File: config.mk
export PLATFORM = sky130hd
export DESIGN_NAME = result_write_arbiter
export DESIGN_NICKNAME = d
export VERILOG_FILES = /design/src/rtl/result_write_arbiter.sv
export SDC_FILE = /design/constraint.sdc
export NUM_CORES = 1
export LEC_CHECK = 0
export CORE_UTILIZATION = 45
export DETAILED_ROUTE_END_ITERATION = 8
export HOLD_SLACK_MARGIN = 0.08
export PLACE_DENSITY = 0.69
export SETUP_SLACK_MARGIN = 0.15
export SYNTH_ARGS = -nofsm -noshare
export SYNTH_HDL_FRONTEND = slang
export SYNTH_SLANG_ARGS = --single-unit
File: constraint.sdc
create_clock -name clock -period 6.69 [get_ports clock]
set_input_delay 1.338 -clock clock [delete_from_list [all_inputs] [get_ports clock]]
set_output_delay 1.338 -clock clock [all_outputs]
set_load 0.1 [all_outputs]
File: src/rtl/result_write_arbiter.sv
// Round-robin arbiter sharing one frame-buffer write port among NUM_PARALLEL
// box_filter result lanes, each buffered in its own small FIFO with backpressure.
module result_write_arbiter #(
  parameter int NUM_PARALLEL      = 8,
  parameter int NUM_PARALLEL_BITS = 3,
  parameter int WIDTH_BITS        = 8,
  parameter int HEIGHT_BITS       = 8,
  parameter int FIFO_DEPTH_BITS   = 2
) (
  input  logic                                 clock,
  input  logic                                 not_reset,
  input  logic [NUM_PARALLEL-1:0]              iValid,
  input  logic [NUM_PARALLEL*WIDTH_BITS-1:0]   iCol,
  input  logic [NUM_PARALLEL*HEIGHT_BITS-1:0]  iRow,
  input  logic [NUM_PARALLEL-1:0]              iData,
  output logic [NUM_PARALLEL-1:0]              oReady,
  output logic [HEIGHT_BITS-1:0]               oX,
  output logic [WIDTH_BITS-1:0]                oY,
  output logic [2:0]                           oR,
  output logic [2:0]                           oG,
  output logic [2:0]                           oB,
  output logic                                 oWren,
  output logic [NUM_PARALLEL_BITS-1:0]         oGrant,
  output logic                                 oIdle,
  output logic [23:0]                          oWriteCount
);

  localparam int DEPTH   = 1 << FIFO_DEPTH_BITS;
  localparam int ENTRY_W = HEIGHT_BITS + WIDTH_BITS + 1;
  localparam logic [FIFO_DEPTH_BITS:0]   CNT_FULL = DEPTH;
  localparam logic [FIFO_DEPTH_BITS:0]   CNT_ONE  = 1;
  localparam logic [FIFO_DEPTH_BITS-1:0] PTR_ONE  = 1;
  localparam logic [NUM_PARALLEL_BITS-1:0] LANE_ONE = 1;

  // Entry layout: {row, col, data}
  logic [ENTRY_W-1:0]           mem     [NUM_PARALLEL][DEPTH];
  logic [FIFO_DEPTH_BITS-1:0]   wr_ptr  [NUM_PARALLEL];
  logic [FIFO_DEPTH_BITS-1:0]   rd_ptr  [NUM_PARALLEL];
  logic [FIFO_DEPTH_BITS:0]     count   [NUM_PARALLEL];

  logic [NUM_PARALLEL-1:0]      push;
  logic [NUM_PARALLEL-1:0]      pop;
  logic [NUM_PARALLEL-1:0]      nonempty;

  logic [NUM_PARALLEL_BITS-1:0] rr_ptr;
  logic [NUM_PARALLEL_BITS-1:0] search_idx;
  logic [NUM_PARALLEL_BITS-1:0] grant_idx_p0;
  logic                         grant_valid_p0;
  logic [ENTRY_W-1:0]           head_p0;

  always_comb begin
    for (int k = 0; k < NUM_PARALLEL; k++) begin
      oReady[k]   = (count[k] != CNT_FULL);
      nonempty[k] = (count[k] != '0);
      push[k]     = iValid[k] && oReady[k];
    end
  end

  // Scan offsets from farthest to nearest so the nearest non-empty lane
  // at or above rr_ptr is the one left standing.
  always_comb begin
    grant_valid_p0 = 1'b0;
    grant_idx_p0   = rr_ptr;
    search_idx     = rr_ptr;
    for (int i = NUM_PARALLEL - 1; i >= 0; i--) begin
      search_idx = rr_ptr + NUM_PARALLEL_BITS'(i);
      if (nonempty[search_idx]) begin
        grant_valid_p0 = 1'b1;
        grant_idx_p0   = search_idx;
      end
    end
  end

  always_comb begin
    for (int k = 0; k < NUM_PARALLEL; k++) begin
      pop[k] = grant_valid_p0 && (grant_idx_p0 == NUM_PARALLEL_BITS'(k));
    end
  end

  assign head_p0 = mem[grant_idx_p0][rd_ptr[grant_idx_p0]];

  always_ff @(posedge clock) begin
    for (int k = 0; k < NUM_PARALLEL; k++) begin
      if (push[k]) begin
        mem[k][wr_ptr[k]] <= {iRow[k*HEIGHT_BITS +: HEIGHT_BITS],
                              iCol[k*WIDTH_BITS +: WIDTH_BITS],
                              iData[k]};
      end
    end
  end

  always_ff @(posedge clock or negedge not_reset) begin
    if (!not_reset) begin
      for (int k = 0; k < NUM_PARALLEL; k++) begin
        wr_ptr[k] <= '0;
        rd_ptr[k] <= '0;
        count[k]  <= '0;
      end
    end else begin
      for (int k = 0; k < NUM_PARALLEL; k++) begin
        if (push[k]) wr_ptr[k] <= wr_ptr[k] + PTR_ONE;
        if (pop[k])  rd_ptr[k] <= rd_ptr[k] + PTR_ONE;
        case ({push[k], pop[k]})
          2'b10:   count[k] <= count[k] + CNT_ONE;
          2'b01:   count[k] <= count[k] - CNT_ONE;
          default: count[k] <= count[k];
        endcase
      end
    end
  end

  always_ff @(posedge clock or negedge not_reset) begin
    if (!not_reset) begin
      rr_ptr <= '0;
    end else if (grant_valid_p0) begin
      rr_ptr <= grant_idx_p0 + LANE_ONE;
    end
  end

  // ---- stage p0 -> output register ----
  always_ff @(posedge clock or negedge not_reset) begin
    if (!not_reset) begin
      oWren       <= 1'b0;
      oX          <= '0;
      oY          <= '0;
      oR          <= '0;
      oG          <= '0;
      oB          <= '0;
      oGrant      <= '0;
      oWriteCount <= '0;
    end else begin
      oWren <= grant_valid_p0;
      if (grant_valid_p0) begin
        oX          <= head_p0[ENTRY_W-1 -: HEIGHT_BITS];
        oY          <= head_p0[WIDTH_BITS:1];
        oR          <= {3{head_p0[0]}};
        oG          <= {3{head_p0[0]}};
        oB          <= {3{head_p0[0]}};
        oGrant      <= grant_idx_p0;
        oWriteCount <= oWriteCount + 24'd1;
      end
    end
  end

  assign oIdle = ~(|nonempty) && !oWren;

endmodule
Yosys cells after proc, flatten, opt, wreduce, memory -nomap -nowiden

Memories as Yosys holds them, arrays and structs flattened.
Index checks and enable logic that the tools add are counted.

Register bits: 104
Memory bits (writable): 544
Input port bits: 146
Output and inout bits: 62
Memories: 1

Memory list:

| name | depth | width | rd ports | clocked after Yosys merged registers in | write ports | line | source |
|---|---|---|---|---|---|---|---|
| mem  | 8     | 68    | 1        | 0                                       | 8           | 36   | `logic [ENTRY_W-1:0] mem [NUM_PARALLEL][DEPTH];` |

Add/subtract/negate cells: 41
Magnitude comparators: 26
Equal/unequal tests: 31
Mux-type cells: 78
Bitwise gates (word level): 11
Reductions and logical operators: 44

Operators with widths:

| operator                | count |
|---|---|
| $mux W68                | 8 |
| $demux W17 S2           | 8 |
| $mux W17                | 10 |
| $pmux W3 S2             | 8 |
| $bmux W17 S2            | 1 |
| $add A2 B1 Y2 const B   | 16 |
| $lt A3 B4 Y1 const B    | 8 |
| $add A3 B1 Y3 const B   | 10 |
| $ge A3 B3 Y1 const B    | 9 |
| $not A2 Y3              | 9 |
| $logic_and A1 B1 Y1     | 25 |
| $add A24 B1 Y24 const B | 1 |
| $bmux W1 S3             | 8 |
| $lt A3 B1 Y1 const B    | 8 |
| $mux W1                 | 24 |
| $mux W3                 | 8 |
| $ne A3 B3 Y1 const B    | 8 |
| $reduce_bool A3 Y1      | 8 |
| $sub A3 B1 Y3 const B   | 8 |
| $eq A2 B1 Y1 const B    | 8 |
| $eq A2 B2 Y1 const B    | 8 |
| $reduce_bool A2 Y1      | 8 |
| $add A3 B3 Y3 const B   | 4 |
| $eq A3 B3 Y1 const B    | 4 |
| other kinds (11)        | 14 |

Depth between registers and ports, before layout

Gate-level depths: netlist of run 1.

Word-level depth: 19
Mapped depth: 23
Mapped depth without buffers: 17

Worst setup path after synthesis of run 1

Ideal clock, no wire load.

Path type: flip-flop to flip-flop
Start: register rr_ptr[0]
End: register count[2] (netlist name)
Arrival time: 5182 ps
Required time: 6611 ps
Path slack: 1429 ps
Cell stages (with the launch flop): 23
Path buffers: 5
Period minus slack after synthesis: 5261 ps
Path through: dfrtp_1 -> inv_2 -> buf_1 -> ha_1 -> inv_2 -> mux4_2 -> mux2i_1 -> and3b_4 -> o41a_1 -> o32a_1 -> buf_2 -> buf_2 -> clkbuf_1 -> buf_2 -> nor2_1 -> ha_1 -> and2_1 -> ha_1 -> inv_1 -> fa_1 -> xor2_1 -> nor2_1 -> xor2_1

Longest elaborated chain between the ends: 15

Ends and longest elaborated chain:

| item                                              | line | source |
|---|---|---|
| start, declared                                   | 45   | `logic [NUM_PARALLEL_BITS-1:0] rr_ptr;` |
| start signal, assigned                            | 116  | `rr_ptr <= grant_idx_p0 + LANE_ONE;` |
| $add A3 B3 Y3                                     | 66   | `search_idx = rr_ptr + NUM_PARALLEL_BITS'(i);` |
| $bmux W1 S3                                       | 67   | `if (nonempty[search_idx]) begin` |
| $mux W1 (not written as such)                     | 67   |  |
| $mux W3 (8 in series)                             | 67   |  |
| $eq A3 B3 Y1                                      | 76   | `pop[k] = grant_valid_p0 && (grant_idx_p0 == NUM_PARALLEL_BITS'(k));` |
| $logic_and A1 B1 Y1 (*)                           | 76   |  |
| via pop[7]                                        | 42   | `logic [NUM_PARALLEL-1:0] pop;` |
| $eq A2 B1 Y1 or $eq A2 B2 Y1 (tied branches)      | 103  | `case ({push[k], pop[k]})` |
| $pmux W3 S2 or $reduce_bool A2 Y1 (tied branches) | --   |  |
| end signal, assigned by index                     | 104  | `2'b10: count[k] <= count[k] + CNT_ONE;` |
| end signal, assigned by index                     | 105  | `2'b01: count[k] <= count[k] - CNT_ONE;` |
| end signal, assigned by index                     | 106  | `default: count[k] <= count[k];` |
| end, declared                                     | 39   | `logic [FIFO_DEPTH_BITS:0] count [NUM_PARALLEL];` |

The timed path passes the listed nets; every way through them passes the cells marked *. The select of a mux whose other input is x is not followed.
A chain may end at the register's enable or synchronous reset.

Worst setup path in the final report of run 1

Start: register rr_ptr[1]
End: register oX[4]

Longest elaborated chain between the ends: 19

Ends and longest elaborated chain:

| item                                         | line | source |
|---|---|---|
| $add A3 B3 Y3                                | 66   |  |
| $bmux W1 S3                                  | 67   |  |
| $mux W1 (not written as such)                | 67   |  |
| $mux W3 (8 in series)                        | 67   |  |
| $not A3 Y4 (not written as such)             | 80   | `assign head_p0 = mem[grant_idx_p0][rd_ptr[grant_idx_p0]];` |
| $bmux W2 S3                                  | 80   |  |
| $mux W2 (not written as such) (2 in series)  | 80   |  |
| $not A2 Y3 (not written as such)             | 80   |  |
| $bmux W17 S2                                 | 80   |  |
| $mux W17 (not written as such) (2 in series) | 80   |  |
| end signal, assigned                         | 134  | `oX <= head_p0[ENTRY_W-1 -: HEIGHT_BITS];` |
| end, declared                                | 17   | `output logic [HEIGHT_BITS-1:0] oX,` |

Several ways; a longest one is shown, not always the timed one. The select of a mux whose other input is x is not followed.

==> results.cfg, run 1 <==
[status]
status = finished clean

[synthesis]
synth_edf_count = 544
ys_warn_count = 0
async_flop_share = 0.160
yosysSeqAreaShare = 0.682
synth-seq-cells = 648
ys_types = 70
synthTopCellsByArea = edfxtp_1 (59%), dfrtp_1 (9.4%), mux2i_1 (5.3%), nand2_1 (3.1%), a21oi_1 (2.5%)
synth_simple_gate_area_frac = 0.0734
synth_compound_area_frac = 0.0924
ys.flop_type = edfxtp_1
yosysTopAreaCell = edfxtp_1
muxShareOfSynthArea = 0.0763
synth_xor_area_frac = 0.0242
synth_nets = 2145
syn_inst = 1947
synthAdderAreaFrac = 0.0256
syn_avg_cell_area_um2 = 14.3
netlist_area_um2 = 27800
synth_top_family_by_area = compound AO/OA/AOI/OAI gates
synth_top_area_frac = 0.588

[floorplanning]
die-height_um = 250
pin_count = 208
dieArea_um2 = 62700
start_util = 0.457
core_um2 = 60700
die_x_um = 250
rows = 90

[detailed_routing]
ant_nets = 0
routed_wl_um = 79500
first_iter_violations = 2039
vias = 17700
dr.pass1.iters = 6
drc_errors = 0
viasPerCell = 5.93
routedWlPerCell_um = 26.7

[clock_tree]
cts_buffers = 66
postCtsHoldBufs = 0
post_cts_resized = 0
h-tree-depth = 3
clkLatencyLatePin_ns = 0.62
cts.sink_count = 648
path_clk_slew_ns = 0.06
post-cts-setup-buffers = 0
cts_tree = done
clockRootBuffer = clkbuf_16
clockBufferDepth = 3

[sta]
fmax_ghz = 0.166
skew_ns = 0.0295
setup_viol = 0
worst_slew_pin_slew_ns = 1.29
min_period_ns = 6.02
setup_tns_ns = 0
fin_crit_sh = 0.900
fin_ws_ns = 0.667
rsz0062_at_grt = no
maxSlewViolCount = 0
hold-worst-slack_ns = 0.471
hold_viol = 0
relSlewSlack = 0.141

[finish]
layout.nets = 2333
register_area_um2 = 18900
multi_input_area_um2 = 8140
fin_cells = 2976
nFillCells = 4836
areaGrowthSynthToFinish_pct = 17.8
layout-drive-gt1-share = 0.0882

[global_routing]
grtUsageTotal = 0.254
grt_overflow = 0
grt_pass1_vias = 17000
grt_first_pass_wirelength_um = 116000
antenna_found_initial = 9
grt_max_degree = 117

[setup_path]
setup.worst_path.start_class = flop
crit_type = flop to flop
critPathRequiredTime_ns = 7.15
critPathMaxFanout = 66
cp.arrival_ns = 6.48
cp-end-kind = flop

[placed_design]
dp_hpwl_um = 55600
place_ws_ns = 0.725
gp_congestion = 0.889
placed_cells = 2849
port_buffers = 207

[hold_path]
min_path_type = flop to flop

[flow_run]
max_cap_viol_count = 0
-- state kept, by name, indices dropped and copies added (netlist names), 3 cells and up --
name and flops:
count 24, oWriteCount 24, rd_ptr 16, oX 8, wr_ptr 16, oY 8
mem 544, oGrant 3, rr_ptr 3
-- area by class of cell --
class,instances,share of cell area
flip-flops and latches,648,0.579
multi-input cells,1134,0.249
repair buffers,232,0.0702
clock buffers,81,0.0538
well taps,782,0.0299
clock inverters,40,0.0115
inverters,53,0.00608
diodes,6,0.000459
-- cell usage after synthesis, types with 9 or more instances --
cell	count
edfxtp_1	544
xor2_1	30
nand3_1	24
buf_1	12
a211oi_1	74
nor2_1	48
clkbuf_1	65
o221ai_1	12
and2_1	44
nand2_1	227
buf_2	20
a21oi_1	137
o211ai_1	18
o21ai_0	47
ha_1	44
o22ai_1	10
dfrtp_1	104
xnor2_1	45
mux2i_1	146
nor3_1	10
and3_1	34
mux2_2	9
inv_1	51
a311oi_1	17
mux4_2	24
a31oi_1	30
buf_4	10
-- routing by layer --
metal / vias up / part of all wire / global-route usage
li1: 7708 / - / -
met1: 8897 / 0.44 / 0.380
met2: 942 / 0.43 / 0.360
met3: 107 / 0.11 / 0.0733
met4: 6 / 0.021 / 0.0717
met5: - / 0.00050 / 0
-- critical path, stage by stage, from the launching register on --
cell,delay [ns]
dfrtp_1,0.65
inv_1,0.20
ha_1,0.68
inv_2,0.23
mux4_2,0.55
o221ai_1,0.19
and4bb_1,0.26
o31ai_4,0.09
o21ai_2,0.31
nand2_8,0.32
mux2i_1,0.64
mux4_2,0.92
buf_4,0.40
o221ai_1,0.16
o211ai_1,0.11
a31oi_1,0.10
-- worst paths after layout --
path	start	end	slack, ns	depth (start not counted)
setup / recovery	rr_ptr[1]	oX[4]	0.67	15
hold / removal	oWriteCount[23]	oWriteCount[23]	0.47	1
setup reg to reg	rr_ptr[1]	oX[4]	0.67	15
hold reg to reg	oWriteCount[23]	oWriteCount[23]	0.47	1
max in group asynchronous	not_reset	oWriteCount[4]	4.63	2
min in group asynchronous	not_reset	wr_ptr[1]	0.77	1
-- kinds of logic after synthesis --
group | count (synthesis)
muxes | 180
DFF | 648
AOI/OAI and AO/OA | 392
and+or+nand+nor | 434
xor gates and xnor gates | 76
adders and majority gates | 52
buffers and inverters | 165
-- per-stage QoR --
| step | utilization | area (um2) |
|---|---|---|
| CTS | 0.539 | 32700 |
| global placement | 0.503 | 30500 |
| global route | 0.539 | 32700 |
| floorplan | - | 27800 |
| finish | 0.539 | 32700 |
| detailed placement | 0.503 | 30500 |
-- cells in the final DEF (no fill, tap or decap), drive strengths merged, types with 12 or more instances in the layout --
cell type      synthesis  routed
a21oi                138     138
dfrtp                104     104
nand2                229     229
clkinv                 0      26
nor3                  18      18
nor2                  48      48
a311oi                19      19
xor2                  31      31
mux4                  24      24
clkbuf                65      81
inv                   53      58
xnor2                 45      45
and3                  34      34
edfxtp               544     544
buf                   47      26
clkdlybuf4s50          0     206
nand3                 24      24
and2                  49      49
o221ai                12      12
mux2i                147     147
o211ai                18      18
a31oi                 30      30
o21ai                 49      49
ha                    44      44
a211oi                74      74
Power of run 1 is left out: the tool's default activity adds up to more than one toggle a clock period on the data nets, which glitch-free logic cannot reach.
==> run 2: changes to the inputs <==
REMOVE_ABC_BUFFERS = 1   (was unset)
==> run 2 against run 1 <==
Net effect: sequential share of layout area is 0.19 points lower; worst hold slack improved by 0.012 ns; core utilization rose by 0.18 points; global-route usage shrank 0.055 points; die area unchanged; setup slack improved by 0.36 ns; wire length fell by 0.53%; critical path type unchanged; highest routed layer unchanged.
==> results.cfg, run 2 (synthesized netlist as in run 1, its figures left out) <==
[clock_tree]
post_cts_resized = 0
postCtsHoldBufs = 0
cts.sink_count = 648
clockRootBuffer = clkbuf_16
cts_tree = done
h-tree-depth = 3
path_clk_slew_ns = 0.06
cts_buffers = 67
post-cts-setup-buffers = 0
clockBufferDepth = 3
clkLatencyLatePin_ns = 0.60

[sta]
relSlewSlack = 0.237
rsz0062_at_grt = no
setup_tns_ns = 0
maxSlewViolCount = 0
setup_viol = 0
fin_crit_sh = 0.846
skew_ns = 0.0233
worst_slew_pin_slew_ns = 1.14
hold_viol = 0
min_period_ns = 5.66
fmax_ghz = 0.177

[setup_path]
cp.arrival_ns = 6.17
critPathMaxFanout = 40
cp-end-kind = flop
path_buf_inv = 4
crit_slowest_cell = ha_1
setup.worst_path.start_class = flop
reg2regPathDepth = 16
critPathTopFamily = adder cells
max_stage_delay_ns = 0.65
critPathRequiredTime_ns = 7.20
reg2reg_setup_slack_ns = 1.03
crit_cells = 16
crit_type = flop to flop
path_cells = inv_1 -> ha_1 -> inv_2 -> mux4_2 -> mux2i_1 -> and3b_4 -> o41a_1 -> o32a_2 -> buf_4 -> nor3_1 -> ha_1 -> inv_1 -> fa_1 -> xor2_1 -> nor2_1 -> xor2_1
r2r_end = count[14]
r2r_start = rr_ptr[1]

[floorplanning]
die_x_um = 250
pin_count = 208
start_util = 0.457
core_um2 = 60700
rows = 90
dieArea_um2 = 62700
die-height_um = 250

[placed_design]
port_buffers = 207
dp_hpwl_um = 52500
gp_congestion = 0.900

[detailed_routing]
drc_errors = 0
routed_wl_um = 79000
routedWlPerCell_um = 26.4
first_iter_violations = 1891
vias = 17600
viasPerCell = 5.89
dr.pass1.iters = 6
ant_nets = 0

[finish]
largest_reg_flops = 544
layout_common_cells = edfxtp_1 (544), nand2_1 (226), clkdlybuf4s50_1 (206), mux2i_1 (146), a21oi_1 (137)
nFillCells = 4815
layout.nets = 2351
layout-drive-gt1-share = 0.0940
final_common_cell = edfxtp_1
areaGrowthSynthToFinish_pct = 18.2

[global_routing]
grt_max_degree = 136
grt_pass1_vias = 17300
grt_overflow = 0
grt_first_pass_wirelength_um = 116000
grtUsageTotal = 0.254
antenna_found_initial = 11

[flow_run]
max_cap_viol_count = 0

[hold_path]
hp-start = rd_ptr[13]
hold_depth = 1
min_path_type = flop to flop
hold_path_end = rd_ptr[13]

[status]
status = finished clean
## run 2: cell types whose count changed in the layout (fill, tap and decap cells not counted), sizes merged
cell      delta
inv          -5
buf         +17
clkbuf      +13
clkinvlp     -1
bufinv       -1
clkinv      -10
## run 2: worst max-delay path by stage
stage,from,end,slack (ns)
6_report,rr_ptr[1],count[14],1.03
4_1_cts,rr_ptr[1],count[14],1.05
3_3_place_gp,rr_ptr[1],count[14],1.21
2_1_floorplan,rr_ptr[0],count[23],-10.50
5_1_grt,rr_ptr[1],count[14],0.70
3_5_place_dp,rr_ptr[1],count[14],1.04
## run 2: cell type report
cell class,count,area [um2],share of cell area
clock inverters,23,226,0.00690
flip-flops and latches,648,18900,0.577
well taps,782,978,0.0298
inverters,53,199,0.00606
diodes,6,15.0,0.000458
multi-input cells,1134,8150,0.248
clock buffers,94,1880,0.0574
repair buffers,249,2420,0.0738
## run 2: layer usage
layer / global-route usage / vias up / share of wire
met4: 0.0927 / 8 / 0.030
met1: 0.357 / 8770 / 0.41
met2: 0.390 / 918 / 0.47
li1: - / 7756 / -
met5: 0 / - / 0.00059
met3: 0.0523 / 149 / 0.091
## run 2: metrics by stage
stage               cell area [um2]  hold WS [ns]  setup WS, ns  std cells  utilization
floorplan                     27200         0.440        -10.50       1835            -
global placement              30700         0.462          1.21       2866        0.506
detailed placement            30700         0.469          1.04       2866        0.506
CTS                           32800         0.476          1.05       2983        0.540
global route                  32800         0.479         0.701       2988        0.541
finish                        32800         0.483          1.03       2989        0.541
Power of run 2 is left out for the same reason.
==> run 3: changes to the inputs <==
PLACE_DENSITY = 0.71   (was 0.69)
clock period = 5.1 ns   (was 6.69 ns; I/O delays follow)
==> run 3 against run 2 <==
Net effect: maximum frequency increased by 16%; sequential share of layout area down 0.40 points; first-iteration DRC count increased by 27%; clock-buffer cell count is 6 higher; global-route usage about the same; critical path depth down 1; clock skew up 0.0075 ns; largest cell class unchanged.
==> results.cfg, run 3 (synthesized netlist as in run 1, its figures left out) <==
[status]
status = finished clean

[detailed_routing]
routedWlPerCell_um = 26.4
viasPerCell = 5.97
drc_errors = 0
vias = 18000
routed_wl_um = 79700
first_iter_violations = 2399
ant_nets = 0
dr.pass1.iters = 5

[finish]
nFillCells = 4739
final_cell_area_um2 = 33000
layout_common_cells = edfxtp_1 (544), nand2_1 (226), clkdlybuf4s50_1 (206), mux2i_1 (146), a21oi_1 (137)
final_common_cell = edfxtp_1
largest_reg_flops = 544
areaGrowthSynthToFinish_pct = 19.0
layout.nets = 2373
layout-drive-gt1-share = 0.0992

[placed_design]
dp_hpwl_um = 54000
port_buffers = 207
place_area_um2 = 30900
gp_congestion = 0.908

[floorplanning]
die_x_um = 250
dieArea_um2 = 62700
die-height_um = 250
start_util = 0.457
pin_count = 208
rows = 90
core_um2 = 60700

[clock_tree]
clockBufferDepth = 3
h-tree-depth = 3
cts_buffers = 66
cts_tree = done
clkLatencyLatePin_ns = 0.61
path_clk_slew_ns = 0.06
cts.sink_count = 648
clockRootBuffer = clkbuf_16

[setup_path]
critPathMaxFanout = 12
critPathRequiredTime_ns = 5.59
setup.worst_path.start_class = flop
crit_type = flop to flop
cp-end-kind = flop
path_cells = buf_4 -> ha_1 -> xor2_2 -> buf_4 -> mux2i_1 -> mux4_2 -> a21boi_1 -> o22ai_2 -> xnor2_2 -> mux4_2 -> mux2_2 -> a21oi_4 -> o221ai_1 -> a211o_1 -> o221a_1
cp.arrival_ns = 5.36
critPathTopFamily = multiplexers
max_stage_delay_ns = 0.67
path_buf_inv = 2
crit_slowest_cell = xnor2_2

[sta]
fmax_ghz = 0.205
rsz0062_at_grt = yes
skew_ns = 0.0308
maxSlewViolCount = 0
min_period_ns = 4.87
hold_viol = 0
setup_viol = 0
worst_slew_pin_slew_ns = 1.28
fin_crit_sh = 0.956
setup_tns_ns = 0
relSlewSlack = 0.148

[flow_run]
max_cap_viol_count = 0

[global_routing]
grt_overflow = 0
grt_pass1_vias = 17600
grt_first_pass_wirelength_um = 116000
grtUsageTotal = 0.254
grt_max_degree = 86
antenna_found_initial = 9

[hold_path]
min_path_type = flop to flop
run 3: repair_timing:
action / 4_1_cts / 5_1_grt
gates resized for setup: 0 / 3
setup buffers: 0 / 5
endpoints found under the setup margin: 0 / 16
hold endpoints to repair: 0 / 0
hold buffers: 0 / 0
run 3: worst register-to-register path, delay by kind of cell (launching register included):
family                   cells  cell delay [ns]
AO/OA/AOI/OAI                6             1.32
XOR/XNOR                     2             0.89
adder cells (fa/ha/maj)      1             0.30
buffers and inverters        2             0.45
flip-flops                   1             0.34
multiplexers                 4             1.48
run 3: worst paths after layout:
kind,start,to,slack [ns],cells after the start
min in group asynchronous,not_reset,rd_ptr[8],0.61,1
worst min register to register,rd_ptr[9],rd_ptr[9],0.47,1
worst max register to register,rr_ptr[1],oX[0],0.23,15
max in group asynchronous,not_reset,oWriteCount[16],3.41,2
worst min-delay path,rd_ptr[9],rd_ptr[9],0.47,1
worst max-delay path,rr_ptr[1],oX[0],0.23,15
run 3: per-stage QoR:
step / cells / util / hold WS, ns / setup slack, ns
floorplan: 1835 / - / 0.440 / -12.09
global placement: 2884 / 0.509 / 0.459 / 0.246
detailed placement: 2884 / 0.509 / 0.466 / 0.279
CTS: 3004 / 0.543 / 0.475 / 0.274
global route: 3014 / 0.544 / 0.489 / 0.0143
finish: 3014 / 0.544 / 0.475 / 0.225
run 3: area by class of cell:
cell class / count / area, um2 / share of cell area
diodes: 5 / 12.5 / 0.000379
repair buffers: 272 / 2690 / 0.0813
flip-flops and latches: 648 / 18900 / 0.573
inverters: 53 / 199 / 0.00602
clock inverters: 20 / 128 / 0.00386
clock buffers: 100 / 1950 / 0.0589
well taps: 782 / 978 / 0.0296
multi-input cells: 1134 / 8150 / 0.247
run 3: metal layers:
layer,share of wire,global-route usage
met2,0.45,0.371
met1,0.43,0.378
met4,0.023,0.0826
met3,0.10,0.0538
met5,0.00075,0
Power of run 3 is left out for the same reason.
